<file path="src/rtl/miss_fill_ctrl.sv">
// miss_fill_ctrl: memory-side end of the MSHR protocol (miss queue to memory, fill return to bank).
// Optional build macro MISS_FILL_PERF_EN adds perf_misses / perf_lat_sum counters.
module miss_fill_ctrl #(
    parameter int MSHR_SIZE       = 4,
    parameter int LINE_ADDR_WIDTH = 26,
    parameter int CACHE_LINE_SIZE = 64,
    parameter int MSHR_ADDR_WIDTH = $clog2(MSHR_SIZE)
) (
    input  logic                         clk,
    input  logic                         reset,
    input  logic                         miss_valid,
    input  logic [MSHR_ADDR_WIDTH-1:0]   miss_id,
    input  logic [LINE_ADDR_WIDTH-1:0]   miss_addr,
    output logic                         miss_ready,
    output logic                         mem_req_valid,
    output logic [LINE_ADDR_WIDTH-1:0]   mem_req_addr,
    output logic [MSHR_ADDR_WIDTH-1:0]   mem_req_tag,
    input  logic                         mem_req_ready,
    input  logic                         mem_rsp_valid,
    input  logic [MSHR_ADDR_WIDTH-1:0]   mem_rsp_tag,
    input  logic [CACHE_LINE_SIZE*8-1:0] mem_rsp_data,
    output logic                         mem_rsp_ready,
    output logic                         fill_valid,
    output logic [MSHR_ADDR_WIDTH-1:0]   fill_id,
    output logic [CACHE_LINE_SIZE*8-1:0] fill_data,
    input  logic                         fill_ready,
    output logic [MSHR_ADDR_WIDTH:0]     pending_cnt,
    output logic                         err_proto
`ifdef MISS_FILL_PERF_EN
    ,
    output logic [31:0]                  perf_misses,
    output logic [43:0]                  perf_lat_sum
`endif
);
    localparam int CntW = MSHR_ADDR_WIDTH + 1;
    localparam logic [MSHR_ADDR_WIDTH-1:0] PtrMax  = MSHR_ADDR_WIDTH'(MSHR_SIZE - 1);
    localparam logic [CntW-1:0]            CntFull = CntW'(MSHR_SIZE);

    logic [MSHR_ADDR_WIDTH-1:0]   idMem   [MSHR_SIZE];
    logic [LINE_ADDR_WIDTH-1:0]   addrMem [MSHR_SIZE];
    logic [MSHR_ADDR_WIDTH-1:0]   wrPtr_q, wrPtr_d, rdPtr_q, rdPtr_d;
    logic [CntW-1:0]              count_q, count_d;
    logic [MSHR_SIZE-1:0]         pending_q, pending_d;
    logic [CntW-1:0]              pendCnt_q, pendCnt_d;
    logic                         fillValid_q, fillValid_d;
    logic [MSHR_ADDR_WIDTH-1:0]   fillId_q, fillId_d;
    logic [CACHE_LINE_SIZE*8-1:0] fillData_q, fillData_d;
    logic                         errProto_q, errProto_d;
    logic                         missFire, reqFire, rspFire, fillFire, rspHit, missDup;

    assign miss_ready    = (count_q != CntFull);
    assign mem_req_valid = (count_q != '0);
    assign mem_req_addr  = addrMem[rdPtr_q];
    assign mem_req_tag   = idMem[rdPtr_q];
    assign mem_rsp_ready = !fillValid_q || fill_ready;
    assign fill_valid    = fillValid_q;
    assign fill_id       = fillId_q;
    assign fill_data     = fillData_q;
    assign pending_cnt   = pendCnt_q;
    assign err_proto     = errProto_q;

    assign missFire = miss_valid && miss_ready;
    assign reqFire  = mem_req_valid && mem_req_ready;
    assign rspFire  = mem_rsp_valid && mem_rsp_ready;
    assign fillFire = fillValid_q && fill_ready;
    // A fill leaving this cycle already retired its id, so a second response for it is spurious.
    assign rspHit   = pending_q[mem_rsp_tag] && !(fillFire && (fillId_q == mem_rsp_tag));
    assign missDup  = pending_q[miss_id] && !(fillFire && (fillId_q == miss_id));

    always_comb begin
        wrPtr_d = wrPtr_q;
        rdPtr_d = rdPtr_q;
        if (missFire) wrPtr_d = (wrPtr_q == PtrMax) ? '0 : wrPtr_q + MSHR_ADDR_WIDTH'(1);
        if (reqFire)  rdPtr_d = (rdPtr_q == PtrMax) ? '0 : rdPtr_q + MSHR_ADDR_WIDTH'(1);
        count_d = count_q + CntW'(missFire) - CntW'(reqFire);
    end

    // Clear-then-set lets a fill and a fresh miss on the same id coexist in one cycle.
    always_comb begin
        pending_d = pending_q;
        if (fillFire) pending_d[fillId_q] = 1'b0;
        if (missFire) pending_d[miss_id]  = 1'b1;
        pendCnt_d = '0;
        for (int i = 0; i < MSHR_SIZE; i++) pendCnt_d = pendCnt_d + CntW'(pending_d[i]);
    end

    always_comb begin
        fillValid_d = fillValid_q;
        fillId_d    = fillId_q;
        fillData_d  = fillData_q;
        if (fillFire) fillValid_d = 1'b0;
        if (rspFire && rspHit) begin
            fillValid_d = 1'b1;
            fillId_d    = mem_rsp_tag;
            fillData_d  = mem_rsp_data;
        end
        errProto_d = errProto_q || (missFire && missDup) || (rspFire && !rspHit);
    end

    always_ff @(posedge clk) begin
        if (missFire) begin
            idMem[wrPtr_q]   <= miss_id;
            addrMem[wrPtr_q] <= miss_addr;
        end
    end

    always_ff @(posedge clk) begin
        if (reset) begin
            wrPtr_q     <= '0;
            rdPtr_q     <= '0;
            count_q     <= '0;
            pending_q   <= '0;
            pendCnt_q   <= '0;
            fillValid_q <= 1'b0;
            fillId_q    <= '0;
            fillData_q  <= '0;
            errProto_q  <= 1'b0;
        end else begin
            wrPtr_q     <= wrPtr_d;
            rdPtr_q     <= rdPtr_d;
            count_q     <= count_d;
            pending_q   <= pending_d;
            pendCnt_q   <= pendCnt_d;
            fillValid_q <= fillValid_d;
            fillId_q    <= fillId_d;
            fillData_q  <= fillData_d;
            errProto_q  <= errProto_d;
        end
    end

`ifdef MISS_FILL_PERF_EN
    logic [31:0] perfMisses_q;
    logic [43:0] perfLatSum_q;

    always_ff @(posedge clk) begin
        if (reset) begin
            perfMisses_q <= '0;
            perfLatSum_q <= '0;
        end else begin
            perfMisses_q <= perfMisses_q + 32'(reqFire);
            perfLatSum_q <= perfLatSum_q + 44'(pendCnt_q);
        end
    end

    assign perf_misses  = perfMisses_q;
    assign perf_lat_sum = perfLatSum_q;
`else
    // Performance counters are compiled out in this build.
`endif

endmodule

</file>
<file path="config.mk">
export PLATFORM = sky130hd
export DESIGN_NAME = miss_fill_ctrl
export DESIGN_NICKNAME = d
export VERILOG_FILES = /design/src/rtl/miss_fill_ctrl.sv
export SDC_FILE = /design/constraint.sdc
export NUM_CORES = 1
export LEC_CHECK = 0
export ABC_AREA = 1
export BUFFER_PORTS_ARGS = -buffer_cell sky130_fd_sc_hd__buf_2
export CAP_MARGIN = 40
export CORE_AREA = 2 2 426 428
export DETAILED_ROUTE_END_ITERATION = 8
export DIE_AREA = 0 0 428 430
export GPL_ROUTABILITY_DRIVEN = 0
export SLEW_MARGIN = 20
export SYNTH_ARGS = -nofsm -noshare
export SYNTH_HDL_FRONTEND = slang
export SYNTH_SLANG_ARGS = --single-unit
</file>
<file path="constraint.sdc">
create_clock -name clk -period 3 [get_ports clk]
set_clock_uncertainty 0.2 [all_clocks]
set_input_delay 0 -clock clk [delete_from_list [all_inputs] [get_ports clk]]
set_output_delay 0 -clock clk [all_outputs]
set_load 0.02 [all_outputs]
</file>
# After elaboration in Yosys (flattened, before gate mapping)
# Memory sizes are Yosys's and may differ from the RTL's. A register that Yosys moved wholly into a read port is not among the register bits.
# Cells that the tools add are included.
# totals
regBits	530
mem_bits_rw	112
input_bits	548
n_memories	2
# classes
add_sub_neg	7
n_lt_le_gt_ge	5
n_eq_ne	5
muxes	20
bitwise	3
reduce_logical	22
# memory_table
name	words	width	rd	rd_clocked_by_memory_dff	write_ports	line	source
addrMem	4	26	1	1	1	40	logic [LINE_ADDR_WIDTH-1:0] addrMem [MSHR_SIZE];
idMem	4	2	1	1	1	39	logic [MSHR_ADDR_WIDTH-1:0] idMem [MSHR_SIZE];
# ops
operator	n
logical AND 1 bit	13
two-way mux 2 bit	6
less-than comparator 2 x 3 -> 1 bit (second input constant)	3
two-way mux 1 bit	8
two-way mux 4 bit	2
adder 3 x 1 -> 3 bit	2
adder 2 x 1 -> 2 bit (second input constant)	2
AND 4 bit	1
binary-select mux 1 bit (select 2 bit)	2
demux 1 bit (select 2 bit)	2
== test 2 bit	2
== test 2 bit (second input constant)	2
greater-or-equal comparator 2 x 1 -> 1 bit (second input constant)	2
zero test 1 bit	4
NOT 4 bit	1
bitwise OR 4 bit	1
adder 2 x 1 -> 3 bit	1
logical OR 1 bit	3
inequality test 3 bit (second input constant)	1
nonzero test 3 bit	1
subtractor 3 x 1 -> 3 bit	1
adder 1 x 1 -> 2 bit	1
nonzero test 2 bit	1

# Longest topological paths before layout
# Gate-level depths: netlist of run 1.
# logic_depth
ltp_word	12
depth_mapped	11
depth_no_buf	11

# Least setup slack after synthesis of run 1
# No wires, ideal clock.
# synth_timing
kind	reg-to-reg
start	register count_q[1]
end	memory addrMem[0][0], enable pin
arrival_ps	2058
required_time_ps	2387
path_slack_ps	329
path_stages_with_launch	5
n_path_buf	0
path_cell_list	dfxtp_1 nor2_1 nand2_1 nand2_1 nor2_1
# synth_between
elab_chain_len	4
# synth_rtl
item	line	source
from (decl)	42	logic [CntW-1:0] count_q, count_d;
from (signal assigned)	121	count_q <= count_d;
inequality test 3 bit	51	assign miss_ready = (count_q != CntFull);
via miss_ready	14	output logic miss_ready,
logical AND 1 bit	62	assign missFire = miss_valid && miss_ready;
two-way mux 1 bit	101	if (missFire) begin
two-way mux 1 bit (implied by the code)	103	addrMem[wrPtr_q] <= miss_addr;
to (decl)	40	
# The timed path passes the listed nets, and every way through them passes these cells.

# Final worst setup path of run 1
# layout_timing
start	input fill_ready
end	register fillData_q[467], in the netlist fill_data[467]
# layout_between
elab_chain_len	5
word_cells_on_any_way	7
# layout_rtl
item	line	source
from (decl)	26	input logic fill_ready,
logical AND 1 bit	65	assign fillFire = fillValid_q && fill_ready;
logical AND 1 bit	67	assign rspHit = pending_q[mem_rsp_tag] && !(fillFire && (fillId_q == mem_rsp_tag));
zero test 1 bit	67	
logical AND 1 bit	67	
logical AND 1 bit (*)	92	if (rspFire && rspHit) begin
to (signal assigned)	126	fillData_q <= fillData_d;
to (decl)	47	logic [CACHE_LINE_SIZE*8-1:0] fillData_q, fillData_d;
# Every way passes the cells marked *; elsewhere a longest branch is shown, timed or not.
# A chain may end at the register's enable or synchronous reset.

==> results of run 1 <==
-- worst register-to-register path, delay by kind of cell (launching register included) --
family	cells	cell delay (ns)
buffers and inverters	4	1.13
AND/OR/NAND/NOR	6	0.85
flip-flops	1	0.43
-- worst max path at each step --
| stage | to | from |
|---|---|---|
| after floorplan | addrMem[0][0] | count_q[1] |
| after global placement | count_q[2] | count_q[1] |
| after detailed placement | pending_cnt[1] | fill_valid |
| after CTS | pending_cnt[1] | count_q[1] |
| after global routing | pending_cnt[1] | miss_id[1] |
| final | fill_data[467] | fill_ready |
-- logic make-up after synthesis --
family | count (synthesis) | synth area share
and+or+nand+nor | 2174 | 0.313
buffers and inverters | 733 | 0.122
DFF | 644 | 0.537
AOI/OAI and AO/OA | 104 | 0.0217
adders and majority gates | 11 | 0.00585
xor gates and xnor gates | 1 | 0.000336
-- power by group --
part | internal [µW] | switching (µW) | total (µW) | leakage, µW
Clock | 5650 | 4170 | 9820 | 0.00126
Combinational | 2690 | 4200 | 6890 | 0.0182
Sequential | 9580 | 392 | 9970 | 0.00538
-- routing by layer --
layer	share of wire	GRT usage
met5	0.0016	0
met4	0.075	0.105
met3	0.087	0.0510
met2	0.45	0.238
met1	0.38	0.164
-- registers in the layout, indices dropped and copies added (netlist names), named ones only --
register     cells
fill_data      512
addrMem        104
idMem            8
pending_q        4
count_q          3
pending_cnt      3
fill_id          2
rdPtr_q          2
wrPtr_q          2
err_proto        1
fill_valid       1
-- what timing repair did --
item / CTS / global route
resized for setup: 0 / 2
endpoints found under the hold margin: 756 / 0
setup buffers: 0 / 0
hold buffers: 1135 / 0
endpoints found under the setup margin: 0 / 1
-- placed cells by master (no fill, tap or decap), types with 10 or more instances in the layout --
cell           instances
dlygate4sd3_1       1134
buf_2               1097
nor2_1              1091
nand2_1             1067
inv_1                540
dfxtp_1              530
edfxtp_1             112
clkbuf_16             78
o21ai_0               64
buf_4                 46
diode_2               40
o22ai_1               28
clkbuf_1              19
buf_12                15
clkbuf_8              11
nand3_1               10
clkinv_2              10
-- layout make-up --
cell class,instances,share of cell area
timing repair buffer,2293,0.363
multi-input combinational,2290,0.186
clock buffer,108,0.0451
clock inverter,31,0.00921
sequential,644,0.291
tap,2370,0.0615
inverter,544,0.0425
antenna,40,0.00208
-- per-stage QoR --
stage | total power [µW] | hold WS (ns)
2_1_floorplan | 13200 | -0.122
3_3_place_gp | 15600 | 0.0169
3_5_place_dp | 15700 | 0.0210
4_1_cts | 26800 | 0.00250
5_1_grt | 27900 | 0.0318
6_report | 26700 | 0.0298
==> summary.md, run 1 <==
| Metric | Value |
|---|---|
| Synth Instances | `~3700` |
| Sequential share of the synthesized area | `0.537` |
| Final wirelength | `142 mm` |
| # fillers | `18800` |
| Setup TNS | `0 ns` |
| DRT antenna net count | `0` |
| Clk buf depth | `3` |
| H-tree levels | `3` |
| Cell area after synthesis | `26100 µm²` |
| EDFF count, synth | `roughly 110` |
| Worst Path Buf+Inv | `7` |
| Synthesized flop and latch total | `644` |
| Status | `completed` |
| Cts bufs inserted | `between 70 and 80` |
| Remaining DRCs | `0` |
| Placed instance count | `7007` |
| Min-delay worst type | `in -> reg` |
| Clock Pin Slew Worst Setup and Hold Paths | `0.06 ns` |
| Maximum clock rate | `344 MHz` |
| Hold EP | `fill_data[342]` |
| Routed len/inst | `17.1 µm` |
| DP HPWL | `101 mm` |
| First-pass GRT wire length | `203 mm` |
| Period utilization | `0.970` |
| Core area | `about 180000 µm²` |
| Hold Violations, Final | `0` |
| Slowest Stage Delay on Critical Path | `between 0.6 and 0.7 ns` |
| Initial antenna violation count | `67` |
| Worst slew margin | `0.466` |
| Crit path depth | `11` |
| PnR worst setup slack | `0.0904 ns` |
| Final Non-Filler Cells | `8320` |
| Vias in the first global route | `approximately 31000` |
| Die Area | `184000 µm²` |
| Path depth of the worst reg2reg path | `10` |
| RSZ-0062 raised after global routing | `no` |
| Largest net degree at the start of global routing | `124` |
| Critical path's most frequent cell | `dlygate4sd3_1` |
| Remaining Overflow, GRT | `0` |
| P per Cell Area | `553 nW/µm²` |
| Crit-path cells | `dlygate4sd3_1, buf_2, dlygate4sd3_1, inv_1, a21boi_1, nand3_4, buf_12, buf_4, nor2_1, nor2_1, dlygate4sd3_1` |
| Worst hold start | `mem_rsp_data[342]` |
| Clock root cell | `clkbuf_16` |
| FF-to-FF End | `fill_data[467]` |
| Ys async rst share | `0` |
| Crit end category | `flip-flop` |
| Total Routing Usage GR | `0.148` |
| Top_reg_cell synth | `dfxtp_1` |
| Post-Place Setup Slack | `0.657 ns` |
| Multi-input logic area | `between 8000 and 9000 µm²` |
| Placed inst area | `around 34000 µm²` |
| DR pass1 iterations | `6` |
| Synth area leaders | `dfxtp_1 41%, nor2_1 16%, nand2_1 15%, edfxtp_1 13%, inv_1 7.8%` |
| R2R setup slack | `0.28 ns` |
| CP required | `between 3 and 4 ns` |
| Layout cells sized above 1 | `0.218` |
| Die Wd | `roughly 430 µm` |
| Clock latency on the worst-skew pair | `0.69 ns` |
| TritonCTS clock tree | `built` |
| DR vias | `31400` |
| FF-to-FF Start | `fill_id[0]` |
| DRT iter0 DRCs | `2218` |
| Worst Path Max Fanout | `20` |
| WS Path Type | `in -> reg` |
| Starting Density | `0.145` |
| PortBufs | `1097` |
| Post-synthesis cell type count | `20` |
| Slew @ Worst Pin | `0.801 ns` |
| Design Area, Final | `48200 µm²` |
| Yosys top cell by area | `dfxtp_1` |
| Fin. max-slew vios | `0` |
| Vias/cell | `3.78` |
| MaxCap Viol Count | `0` |
| Top post-synthesis cells by count | `1096 x nor2_1, 1067 x nand2_1, 541 x inv_1, 532 x dfxtp_1, 112 x edfxtp_1` |
| Std-Cell Rows | `156` |
| Final setup fails | `0` |
| Maximum VDD drop | `0.000493 V` |
| Storage cell area | `between 10000 and 15000 µm²` |
| Synthesized netlist net count | `4226` |
| Static Leak | `around 0.025 µW` |
| Crit path max-delay family | `buffers and inverters` |
| Crit-path slowest cell | `dlygate4sd3_1` |
| Die Height | `between 400 and 500 µm` |
| CTS Sinks | `644` |
| Area Overhead vs Synth | `84.7%` |
| Post-layout min period | `2.91 ns` |
| Syn Area/Cell | `7.12 µm²` |
| Synth top area share | `0.408` |
| Core Util, Final | `0.268` |
| Layout Nets | `about 6400` |
| Critical path launch point type | `input port` |
| Worst hold stages | `4` |
| Most frequent cell after synthesis | `nor2_1` |
| IO Count | `between 1000 and 1500` |
| Yosys warnings | `0` |
| Arrival @ worst endpoint | `3.28 ns` |
Note: power is estimated with default switching activity, not from simulation.
==> run 2: changes to the inputs <==
==> constraint.sdc (replaced) <==
create_clock -name clk -period 3.3 [get_ports clk]
set_clock_uncertainty 0.2 [all_clocks]
set_input_delay 0 -clock clk [delete_from_list [all_inputs] [get_ports clk]]
set_output_delay 0 -clock clk [all_outputs]
set_load 0.02 [all_outputs]
==> summary.md, run 2 (synthesized netlist as in run 1, its figures left out) <==
| Metric | Value |
|---|---|
| Period utilization | `0.920` |
| Core area | `180000 µm² (unchanged)` |
| Remaining Overflow, GRT | `0 (unchanged)` |
| Post-layout min period | `around 3 ns` |
| Commonest non-fill, non-tap cell in the layout | `dlygate4sd3_1` |
| Layout Nets | `6424 (+0.23%)` |
| DR pass1 iterations | `7 (+1)` |
| IO Count | `1098 (unchanged)` |
| Clk pwr share | `0.362 (-0.006)` |
| Clock root cell | `clkbuf_16` |
| P per Cell Area | `497 nW/µm² (-10%)` |
| Most frequent cells in the layout | `1152 x dlygate4sd3_1, 1097 x buf_2, 1092 x nor2_1, 1067 x nand2_1, 540 x inv_1` |
| Worst hold slack | `0.0119 ns (-0.0179 ns)` |
| Starting Density | `0.145 (unchanged)` |
| Die Wd | `428 µm (unchanged)` |
| Core Util, Final | `0.269 (+0.000473)` |
| Area Overhead vs Synth | `85.0%` |
| Fin. max-slew vios | `0 (unchanged)` |
| Layout cells sized above 1 | `0.216 (-0.00254)` |
| Routed len/inst | `17.0 µm (-0.59%)` |
| Pwr Total | `24000 µW (-10%)` |
| Hold Violations, Final | `0 (unchanged)` |
| Reg power frac | `0.377 (+0.003)` |
| First-pass GRT wire length | `204 mm (+0.40%)` |
| RSZ-0062 raised after global routing | `no` |
| Vias/cell | `3.78 (+0.23%)` |
| Arrival @ worst endpoint | `3.41 ns (+0.13 ns)` |
| DRT antenna net count | `0 (unchanged)` |
| P_sw | `8000 µW (-8.8%)` |
| Status | `completed` |
| Final wirelength | `142 mm (-0.45%)` |
| Largest register FFs | `512 (unchanged)` |
| H-tree levels | `3 (unchanged)` |
| Crit end category | `flip-flop` |
| Setup TNS | `0 ns (unchanged)` |
| Remaining DRCs | `0 (unchanged)` |
| Worst slew margin | `0.450 (-0.0160)` |
| Final setup fails | `0 (unchanged)` |
| Placed instance count | `7001 (-0.086%)` |
| DR vias | `31500 (+0.37%)` |
| Sw frac | `0.333 (+0.00474)` |
| CP required | `3.68 ns (+0.31 ns)` |
| Vias in the first global route | `31400 (+0.25%)` |
| Clk buf depth | `3 (unchanged)` |
| Cts repair resizes | `0 (unchanged)` |
| DP HPWL | `101 mm (+0.43%)` |
| Worst Path Max Fanout | `70 (+250%)` |
| CTS Sinks | `644 (unchanged)` |
| Internal Power | `16000 µW (-11%)` |
| Largest net degree at the start of global routing | `92 (-26%)` |
| Initial antenna violation count | `59 (-12%)` |
| Maximum VDD drop | `0.000408 V (-17%)` |
| Std-Cell Rows | `156 (unchanged)` |
| Die Height | `430 µm (unchanged)` |
| Logic pwr share | `0.261 (+0.003)` |
| Static Leak | `0.0250 µW (+0.30%)` |
| PortBufs | `1097 (unchanged)` |
| Critical path launch point type | `input port` |
| Min-delay worst type | `in -> reg` |
| DRT iter0 DRCs | `2147 (-3.2%)` |
| MaxCap Viol Count | `0 (unchanged)` |
| Total Routing Usage GR | `0.148 (+0.000261)` |
| Slew @ Worst Pin | `0.825 ns (+0.0241 ns)` |
| Cts bufs inserted | `77 (unchanged)` |
| Clock latency on the worst-skew pair | `0.69 ns (about the same)` |
| Final Non-Filler Cells | `8331 (+0.13%)` |
| WS Path Type | `in -> reg` |
| Die Area | `184000 µm² (unchanged)` |
| Maximum clock rate | `329 MHz` |
| TritonCTS clock tree | `built` |
| Clock Pin Slew Worst Setup and Hold Paths | `0.06 ns (about the same)` |
run 2: final cells by class:
cell class / count / area, µm²
fill: 18800 / 131000
clock inverter: 30 / 387
antenna: 37 / 92.6
inverter: 544 / 2050
tap: 2370 / 2970
clock buffer: 108 / 2150
timing repair buffer: 2308 / 17700
sequential: 644 / 14000
multi-input combinational: 2290 / 8940
run 2: worst paths after layout:
kind                                     start              to  slack, ns  cells past startpoint
worst min register to register  fill_data[461]  fill_data[461]       0.30                      4
worst max register to register      fill_id[0]  fill_data[111]       0.39                     12
worst max-delay path                fill_ready  fill_data[111]       0.26                     13
worst min-delay path             miss_addr[18]  addrMem[0][18]       0.01                      2
run 2: power groups by stage:
stage	sequential, µW	clock (µW)	combinational [µW]
2_1_floorplan	9770	0	2210
3_3_place_gp	9180	0	4970
3_5_place_dp	9200	0	5020
4_1_cts	9040	8940	6190
5_1_grt	9120	9230	6770
6_report	9060	8680	6250
run 2: critical path, stage by stage:
cell and delay [ns]:
dlygate4sd3_1 0.56, buf_2 0.16, dlygate4sd3_1 0.60, inv_1 0.09, a21boi_1 0.11, nand3_4 0.10
buf_4 0.33, buf_12 0.26, buf_12 0.32, nand2_1 0.10, nand2_1 0.08, nor2_1 0.05
dlygate4sd3_1 0.57
run 2: per-stage QoR:
step / cell area [µm²] / setup WS (ns)
final: 48300 / 0.264
after global routing: 48300 / 0.185
after CTS: 48200 / 0.101
after detailed placement: 34100 / 0.658
after global placement: 34100 / 0.701
after floorplan: 26100 / 0.629
run 2: per-layer routing:
metal  track usage  wire, µm  vias to the layer above
li1              -         -                    15100
met1         0.166     54000                    14400
met2         0.231     63000                     1484
met3        0.0511     12700                      500
met4         0.115     12000                       20
met5             0       128                        -
run 2: repair_timing:
item                                   in CTS  in global routing
buffers inserted                            0                  3
endpoints found under the hold margin     752                  0
hold buffers                             1152                  0
setup endpoints to repair                   0                 29
